## config.mk

```make
export PLATFORM = sky130hd
export DESIGN_NAME = pipe_add_sub
export DESIGN_NICKNAME = d
export VERILOG_FILES = /design/src/rtl/pipe_add_sub.sv
export SDC_FILE = /design/constraint.sdc
export NUM_CORES = 1
export LEC_CHECK = 0
export CORE_ASPECT_RATIO = 0.5
export CORE_MARGIN = 2
export CORE_UTILIZATION = 36
export DETAILED_ROUTE_END_ITERATION = 6
export MAX_ROUTING_LAYER = met4
export SLEW_MARGIN = 5
export SYNTH_ARGS = -nofsm -noshare
export SYNTH_HDL_FRONTEND = slang
export SYNTH_SLANG_ARGS = --single-unit
```

## constraint.sdc

```tcl
create_clock -name clk -period 2.44 [get_ports clk]
set_input_delay 0.244 -clock clk [delete_from_list [all_inputs] [get_ports clk]]
set_output_delay 0.244 -clock clk [all_outputs]
set_load 0.005 [all_outputs]
```

## src/rtl/pipe_add_sub.sv

```systemverilog
// pipe_add_sub: WIDTH-bit adder/subtractor split into STAGES carry-chained chunks, one chunk per
// clock, with valid/ready handshakes on both sides and bubble-collapsing per-stage flow control.
module pipe_add_sub #(
   parameter int unsigned WIDTH  = 32,
   parameter int unsigned STAGES = 4
) (
   input  logic             clk,
   input  logic             rst_n,
   input  logic             in_valid,
   output logic             in_ready,
   input  logic [WIDTH-1:0] a,
   input  logic [WIDTH-1:0] b,
   input  logic             sub,
   input  logic             cin,
   output logic             out_valid,
   input  logic             out_ready,
   output logic [WIDTH-1:0] sum,
   output logic             cout,
   output logic             ovf,
   output logic             zero
);
   localparam int unsigned CW = WIDTH / STAGES;

   logic [STAGES-1:0] v_q, load, v_in;
   logic [STAGES-1:0] c_q, c_in, c_nx;
   // Per stage: finished sum chunks in the low bits, still-unused A chunks in the high bits.
   logic [WIDTH-1:0]  w_q  [STAGES];
   logic [WIDTH-1:0]  b_q  [STAGES];
   logic [WIDTH-1:0]  w_in [STAGES];
   logic [WIDTH-1:0]  b_in [STAGES];
   logic [WIDTH-1:0]  w_nx [STAGES];
   logic [CW:0]       chunk;
   logic              rdy;
   logic              ovf_q, zero_q, ovf_nx, zero_nx;

   always_comb begin : flow
      rdy = ~v_q[STAGES-1] | out_ready;
      load = '0;
      load[STAGES-1] = rdy;
      for (int unsigned k = 1; k < STAGES; k++) begin
         rdy = ~v_q[STAGES-1-k] | rdy;
         load[STAGES-1-k] = rdy;
      end
   end

   always_comb begin : datapath
      v_in[0] = in_valid;
      w_in[0] = a;
      b_in[0] = sub ? ~b : b;
      c_in[0] = sub | cin;
      for (int unsigned k = 1; k < STAGES; k++) begin
         v_in[k] = v_q[k-1];
         w_in[k] = w_q[k-1];
         b_in[k] = b_q[k-1];
         c_in[k] = c_q[k-1];
      end
      chunk = '0;
      for (int unsigned k = 0; k < STAGES; k++) begin
         chunk = {1'b0, w_in[k][k*CW +: CW]} + {1'b0, b_in[k][k*CW +: CW]}
               + {{CW{1'b0}}, c_in[k]};
         w_nx[k] = w_in[k];
         w_nx[k][k*CW +: CW] = chunk[CW-1:0];
         c_nx[k] = chunk[CW];
      end
      // carry into the MSB recovered from the MSB's own sum bit
      ovf_nx  = w_in[STAGES-1][WIDTH-1] ^ b_in[STAGES-1][WIDTH-1]
              ^ w_nx[STAGES-1][WIDTH-1] ^ c_nx[STAGES-1];
      zero_nx = ~|w_nx[STAGES-1];
   end

   always_ff @(posedge clk or negedge rst_n) begin
      if (!rst_n) begin
         v_q    <= '0;
         c_q    <= '0;
         ovf_q  <= 1'b0;
         zero_q <= 1'b0;
         for (int unsigned k = 0; k < STAGES; k++) begin
            w_q[k] <= '0;
            b_q[k] <= '0;
         end
      end else begin
         for (int unsigned k = 0; k < STAGES; k++) begin
            if (load[k]) v_q[k] <= v_in[k];
            if (load[k] && v_in[k]) begin
               w_q[k] <= w_nx[k];
               b_q[k] <= b_in[k];
               c_q[k] <= c_nx[k];
            end
         end
         if (load[STAGES-1] && v_in[STAGES-1]) begin
            ovf_q  <= ovf_nx;
            zero_q <= zero_nx;
         end
      end
   end

   assign in_ready  = load[0];
   assign out_valid = v_q[STAGES-1];
   assign sum       = w_q[STAGES-1];
   assign cout      = c_q[STAGES-1];
   assign ovf       = ovf_q;
   assign zero      = zero_q;

endmodule

```

==> results.ini, run 1 <==
[outcome]
run_status=completed

[sta]
setup_tns_ns=0
rsz0062_at_grt=no
hold-worst-slack_ns=0.3405
shortest_clock_period_the_worst_path_allows_after_layout_ns=2.301
setup_skew_after_layout_ns=0.007953
setup_violations=0
worst_rel_slew_slack=0.5931
worstMarginPinSlew_ns=0.6057
hold_violation_count_in_the_final_report=0
max_freq_ghz=0.4347
pins_over_slew_limit=0
final_min_period_over_clock_period=0.9428

[final_layout]
layoutNonFillerInstCount=1100
final_common_cell=dfrtp_1
final_net_count=886
leading_cell_types_in_the_layout_fill_and_taps_excluded=dfrtp_1, mux2_2, clkdlybuf4s50_1
flow.area_growth_from_synthesis_pct=26.23
drive_above_1_share=0.2487

[die]
die_height_um=111.8
initial_core_util=0.3666
num_io_pins=107
floorplan.core_area_um2=22840
rows=39
die_span_x_um=219.7
die_area_um2=24570

[cts]
cts_setup_buffers=0
clk_root_buffer_cell=clkbuf_16
clock_tree_from_tritoncts=built
maximum_number_of_buffers_from_clock_root_to_sink=2
htreeDepth=4
clock_sinks=186
cts_inserted_buffers=17
cts.reportedPaths.clkPinSlew_ns=0.07
clk-insertion-delay-late_ns=0.43

[global_routing]
grt-ovfl-total=0
antenna_found_initial=1
wire_length_of_the_first_global_routing_pass_um=28320
vias_in_the_first_global_route=5415
grt_max_degree=81
gr-usage-all-layers=0.1532

[yosys]
synthesis.area_per_instance_um2=12.69
portion_of_the_post_synthesis_area_used_by_sequential_elements=0.5559
synth.top_cell.area_share=0.5559
synth.net_count=766
netlist.top_cell.by_area=dfrtp_1
ys.warnings.count=0
yosys-top-cells-area=dfrtp_1, mux2_2, ha_1
synthesis.instances=660
ys_ff_latch=186
synth-main-ff-cell=dfrtp_1
ys_types=45
synth-edff-count=0
synth_area_um2=8373
synthArstFlopShare=1.000

[power_and_ir_drop]
power.static_leakage_nw=4.554
max-vdd-ir-drop_mv=0.3708
design_power_total_mw=11.54
p_per_area_nw_per_um2=1091

[worst_setup_path]
cp_cell_sequence=fa_2 > a211oi_2 > o21bai_1 > a2111oi_2 > a21oi_1 > xor2_1 > mux2_2
criticalPathCategory=reg -> reg
timing.critical_path.slowest_cell_delay_ns=0.42
critical_path_peak_fanout=2
r2r.worst_path.cells=7
crit_arrival_ns=2.62
crit_cells=7
cp-end-kind=register
cell_with_the_largest_stage_delay_on_the_worst_path=fa_2
worst_path_dominant_cell_family=compound AO/OA/AOI/OAI gates
worst_path_bufs_invs=0
critPathRequiredTime_ns=2.76
worstSetupStartpointType=register

[drt]
dr.pass1.iters=4
final_antenna_net_count=0
drt-initial-drc-count=265
via_per_inst=4.710
detail_route.wl_per_cell_um=15.39
route.vias.total=5181
drc_errors_left=0
drt_wl_total_um=16930

[place]
portBuffers=106
gp_congestion=0.8069
post-dp-hpwl_um=12330
number_of_placed_cells_counting_well_taps=1067

[run]
drv_cap=0

[min_path]
worst_hold_path_type=in -> async

synth_stat cells (all sizes together) (2+ instances only):
cell     count
nor4         4
mux2       127
dfrtp      186
o21a         5
and2         2
clkbuf      13
a2111oi      2
o21ai       55
nand2b       5
o31ai        6
xor2        17
nand2       56
ha          28
a21oi       13
buf         14
nand4        3
a41o         2
fa           8
or3          3
nor2b        3
nor2        15
inv         20
or2          2
nor3        10
o21bai       3
xnor2       34
a211oi       3
a21o         8
routing by layer:
metal  global-route usage  part of all wire  vias to the layer above
met1               0.1975              0.47                     2566
met4              0.05056             0.012                        0
met5                    -                 0                        -
met2               0.2381              0.48                       52
met3              0.03716             0.033                       14
li1                     -                 -                     2549
cell type report:
cell class,count,area [um2]
Antenna cell,1,2.502
Clock buffer,19,452.9
Clock inverter,12,142.6
Fill cell,2087,12270
Inverter,20,75.07
Multi-Input combinational cell,427,3570
Sequential cell,186,4654
Tap cell,307,384.1
Timing Repair Buffer,128,1287
what timing repair did:
item / CTS / global route
resized for setup: 1 / 3
cloned: 0 / 0
hold buffers: 1 / 0
setup endpoints to repair: 1 / 5
hold endpoints to repair: 53 / 0
worst paths after layout:
kind | from | to | slack (ns)
min in group clk | sub | b_in[95]$_DFFE_PN0P_ | 0.34
max reg2reg | c_q[2]$_DFFE_PN0P_ | sum[31]$_DFFE_PN0P_ | 0.14
min reg2reg | w_in[46]$_DFFE_PN0P_ | w_in[46]$_DFFE_PN0P_ | 0.48
max | c_q[2]$_DFFE_PN0P_ | sum[31]$_DFFE_PN0P_ | 0.14
max in group asynchronous | rst_n | w_in[27]$_DFFE_PN0P_ | 1.27
min | rst_n | w_in[34]$_DFFE_PN0P_ | 0.34
sequential cells by signal, summed over array words and instances, names as in the netlist:
| register | cells |
|---|---|
| zero | 1 |
| ovf | 1 |
| b_in | 48 |
| w_in | 96 |
| sum | 32 |
| v_q | 4 |
| c_q | 4 |
through the flow:
step	worst slack, ns	utilization	area, um2
after floorplan	0.002298	-	8414
after global placement	-0.2135	0.4355	9946
after detailed placement	-0.2428	0.4355	9946
after CTS	0.08694	0.4623	10560
after global routing	0.01946	0.4628	10570
final	0.1395	0.4628	10570
kinds of logic (layout without fill, tap and decap cells):
logic type                 Yosys count  count (layout)  share of synthesized area
xor gates and xnor gates            51              51                    0.05335
muxes                              128             128                     0.1720
adders and majority gates           36              36                    0.06097
buffers and inverters               47             179                    0.02286
and+or+nand+nor                    109             109                    0.05962
AOI/OAI and AO/OA                  103             103                    0.07531
other                                0               1                          0
DFF                                186             186                     0.5559
report_power, final:
part,switching [mW],internal (mW),leakage [nW],total [mW]
Clock,1.24,1.57,0.284,2.81
Combinational,1.70,2.21,2.04,3.91
Sequential,0.660,4.15,2.23,4.81
Power figures use the tool's default switching activity.
==> run 2: changes to the inputs <==
--- a/config.mk
+++ b/config.mk
@@ -5,11 +5,12 @@
 export SDC_FILE = /design/constraint.sdc
 export NUM_CORES = 1
 export LEC_CHECK = 0
+export CAP_MARGIN = 20
 export CORE_ASPECT_RATIO = 0.5
-export CORE_MARGIN = 2
 export CORE_UTILIZATION = 36
 export DETAILED_ROUTE_END_ITERATION = 6
 export MAX_ROUTING_LAYER = met4
+export SKIP_LAST_GASP = 1
 export SLEW_MARGIN = 5
 export SYNTH_ARGS = -nofsm -noshare
 export SYNTH_HDL_FRONTEND = slang
==> run 2 against run 1 <==
Net effect:
- clock power grew 4%
- cell count grew 0.36%
- sequential power about the same
- hold slack lost 0.050 ns
- via count up 0.64%
- critical path depth unchanged
- first-iteration DRC count fell by 37%
- total power is 0.91% higher
- non-clock buffer count increased by 4
- largest cell class unchanged
==> results.ini, run 2 (synthesis results as in run 1) <==
[die]
rows=39  ; unchanged
die_height_um=109.8  ; -1.8%
die_area_um2=23910  ; -2.7%
initial_core_util=0.3666  ; unchanged
die_span_x_um=217.7  ; -0.91%
floorplan.core_area_um2=22840  ; unchanged
num_io_pins=107  ; unchanged

[global_routing]
grt_max_degree=67  ; -17%
antenna_found_initial=0  ; -1
gr-usage-all-layers=0.1558  ; +0.002579
grt-ovfl-total=0  ; unchanged
vias_in_the_first_global_route=5411  ; -0.074%
wire_length_of_the_first_global_routing_pass_um=27770  ; -1.9%

[run]
drv_cap=0  ; unchanged

[cts]
maximum_number_of_buffers_from_clock_root_to_sink=2  ; unchanged
clk_root_buffer_cell=clkbuf_16
cts.reportedPaths.clkPinSlew_ns=0.07  ; about the same
htreeDepth=4  ; unchanged
cts_inserted_buffers=17  ; unchanged
clock_sinks=186  ; unchanged
clk-insertion-delay-late_ns=0.43  ; about the same
clock_tree_from_tritoncts=built

[worst_setup_path]
critical_path_peak_fanout=2  ; unchanged
critPathRequiredTime_ns=2.76  ; about the same
reg2reg_from=c_q[2]$_DFFE_PN0P_
r2r.worst_path.cells=7  ; unchanged
crit_arrival_ns=2.68  ; +0.06 ns
worstSetupStartpointType=register
startpoint=c_q[2]$_DFFE_PN0P_
ff2ff_setup_slack_ns=0.09  ; -0.05 ns
worst_r2r_endpoint=sum[31]$_DFFE_PN0P_
criticalPathCategory=reg -> reg
crit_path_end=sum[31]$_DFFE_PN0P_
cp-end-kind=register

[power_and_ir_drop]
power.static_leakage_nw=4.595  ; +0.91%
design_power_total_mw=11.64  ; +0.91%
p_per_area_nw_per_um2=1097  ; +0.48%
max-vdd-ir-drop_mv=0.4670  ; +26%

[sta]
worst_rel_slew_slack=0.6754  ; +0.08235
setup_violations=0  ; unchanged
rsz0062_at_grt=yes
worstMarginPinSlew_ns=0.4824  ; -0.1233 ns
setup_tns_ns=0  ; unchanged
shortest_clock_period_the_worst_path_allows_after_layout_ns=2.354  ; +0.05354 ns
setup_skew_after_layout_ns=0.007869  ; -0.00008374 ns
hold_violation_count_in_the_final_report=0  ; unchanged
max_freq_ghz=0.4248  ; -2.3%
final_min_period_over_clock_period=0.9648  ; +0.02194
fin_ws_ns=0.08595  ; -0.05354 ns
pins_over_slew_limit=0  ; unchanged

[min_path]
worstHoldStart=sub
worst_hold_path_type=in -> reg
hold_depth=3

[final_layout]
drive_above_1_share=0.2484  ; -0.0003058
largest_register_ffs=96  ; unchanged
flow.area_growth_from_synthesis_pct=26.76
num_antenna_cells=0  ; -1
final_net_count=890  ; +0.45%
leading_cell_types_in_the_layout_fill_and_taps_excluded=dfrtp_1, mux2_2, clkdlybuf4s50_1
final_common_cell=dfrtp_1

[drt]
dr.pass1.iters=4  ; unchanged
drc_errors_left=0  ; unchanged
drt-initial-drc-count=167  ; -37%
detail_route.wl_per_cell_um=15.23  ; -1.1%
route.vias.total=5214  ; +0.64%
final_antenna_net_count=0  ; unchanged
via_per_inst=4.723  ; +0.27%
drt_wl_total_um=16810  ; -0.72%

[place]
post-dp-hpwl_um=12300  ; -0.24%
dp_worst_setup_slack_ns=-0.2706  ; -0.02785 ns
gp_congestion=0.8019  ; -0.62%
portBuffers=106  ; unchanged

[outcome]
run_status=completed

[run 2: cell types whose count changed in the layout (fill, tap and decap cells not counted), moves of 2 or more]
cell | previous run | this run
buf_4 | 16 | 20
bufinv_16 | 2 | 4
clkbuf_1 | 0 | 2
clkinv_2 | 1 | 5
clkinv_4 | 4 | 0
clkinvlp_4 | 3 | 1
[run 2: worst max-delay path: stages, from the launching register on]
cell and delay, ns:
dfrtp_1 0.40, fa_1 0.48, a211oi_2 0.25, o21bai_1 0.16
a2111oi_2 0.40, a21oi_1 0.13, xor2_1 0.17, mux2_2 0.27
[run 2: report_power, final]
group          switching (mW)  leakage [nW]  internal (mW)
clock network            1.19         0.304           1.74
logic                    1.69          2.06           2.22
registers               0.650          2.23           4.15
total                    3.53          4.60           8.11
[run 2: metal layers]
metal,track usage,vias to the layer above,share of wire
li1,-,2549,-
met5,-,-,0
met2,0.2566,46,0.50
met4,0.03924,0,0.0072
met3,0.03983,11,0.026
met1,0.1926,2608,0.47
[run 2: area by class of cell]
class	count	area, um2
sequential	186	4654
timing repair buffer	132	1320
clock buffer	20	446.7
fill	2120	12220
multi-input combinational	427	3563
tap	307	384.1
inverter	20	75.07
clock inverter	12	170.2
[run 2: what timing repair did]
action	4_1_cts	5_1_grt
setup endpoints to repair	0	3
gates resized for setup	0	2
hold buffers	1	0
setup buffers	0	0
hold endpoints to repair	54	0
[run 2: per-stage QoR]
stage	hold slack, ns	instances	instance area, um2	util
2_1_floorplan	-0.05159	660	8414	-
3_3_place_gp	0.2543	1071	9978	0.4369
3_5_place_dp	0.2561	1071	9978	0.4369
4_1_cts	0.2653	1104	10610	0.4644
5_1_grt	0.3025	1104	10610	0.4648
6_report	0.2905	1104	10610	0.4648
[run 2: how the worst min path moves through the flow]
stage                     slack (ns)                   end
after floorplan                -0.05  b_in[24]$_DFFE_PN0P_
after global placement          0.25  w_in[89]$_DFFE_PN0P_
after detailed placement        0.26  w_in[90]$_DFFE_PN0P_
after CTS                       0.27  b_in[95]$_DFFE_PN0P_
after global routing            0.30  b_in[94]$_DFFE_PN0P_
final                           0.29  b_in[95]$_DFFE_PN0P_
==> run 3: changes to the inputs <==
--- a/config.mk
+++ b/config.mk
@@ -8,10 +8,11 @@
 export CAP_MARGIN = 20
 export CORE_ASPECT_RATIO = 0.5
 export CORE_UTILIZATION = 36
+export CTS_CLUSTER_DIAMETER = 80
 export DETAILED_ROUTE_END_ITERATION = 6
 export MAX_ROUTING_LAYER = met4
 export SKIP_LAST_GASP = 1
-export SLEW_MARGIN = 5
+export SLEW_MARGIN = 20
 export SYNTH_ARGS = -nofsm -noshare
 export SYNTH_HDL_FRONTEND = slang
 export SYNTH_SLANG_ARGS = --single-unit
==> results of run 3 <==
Final layout, timing and power as in run 2 (identical DEF).
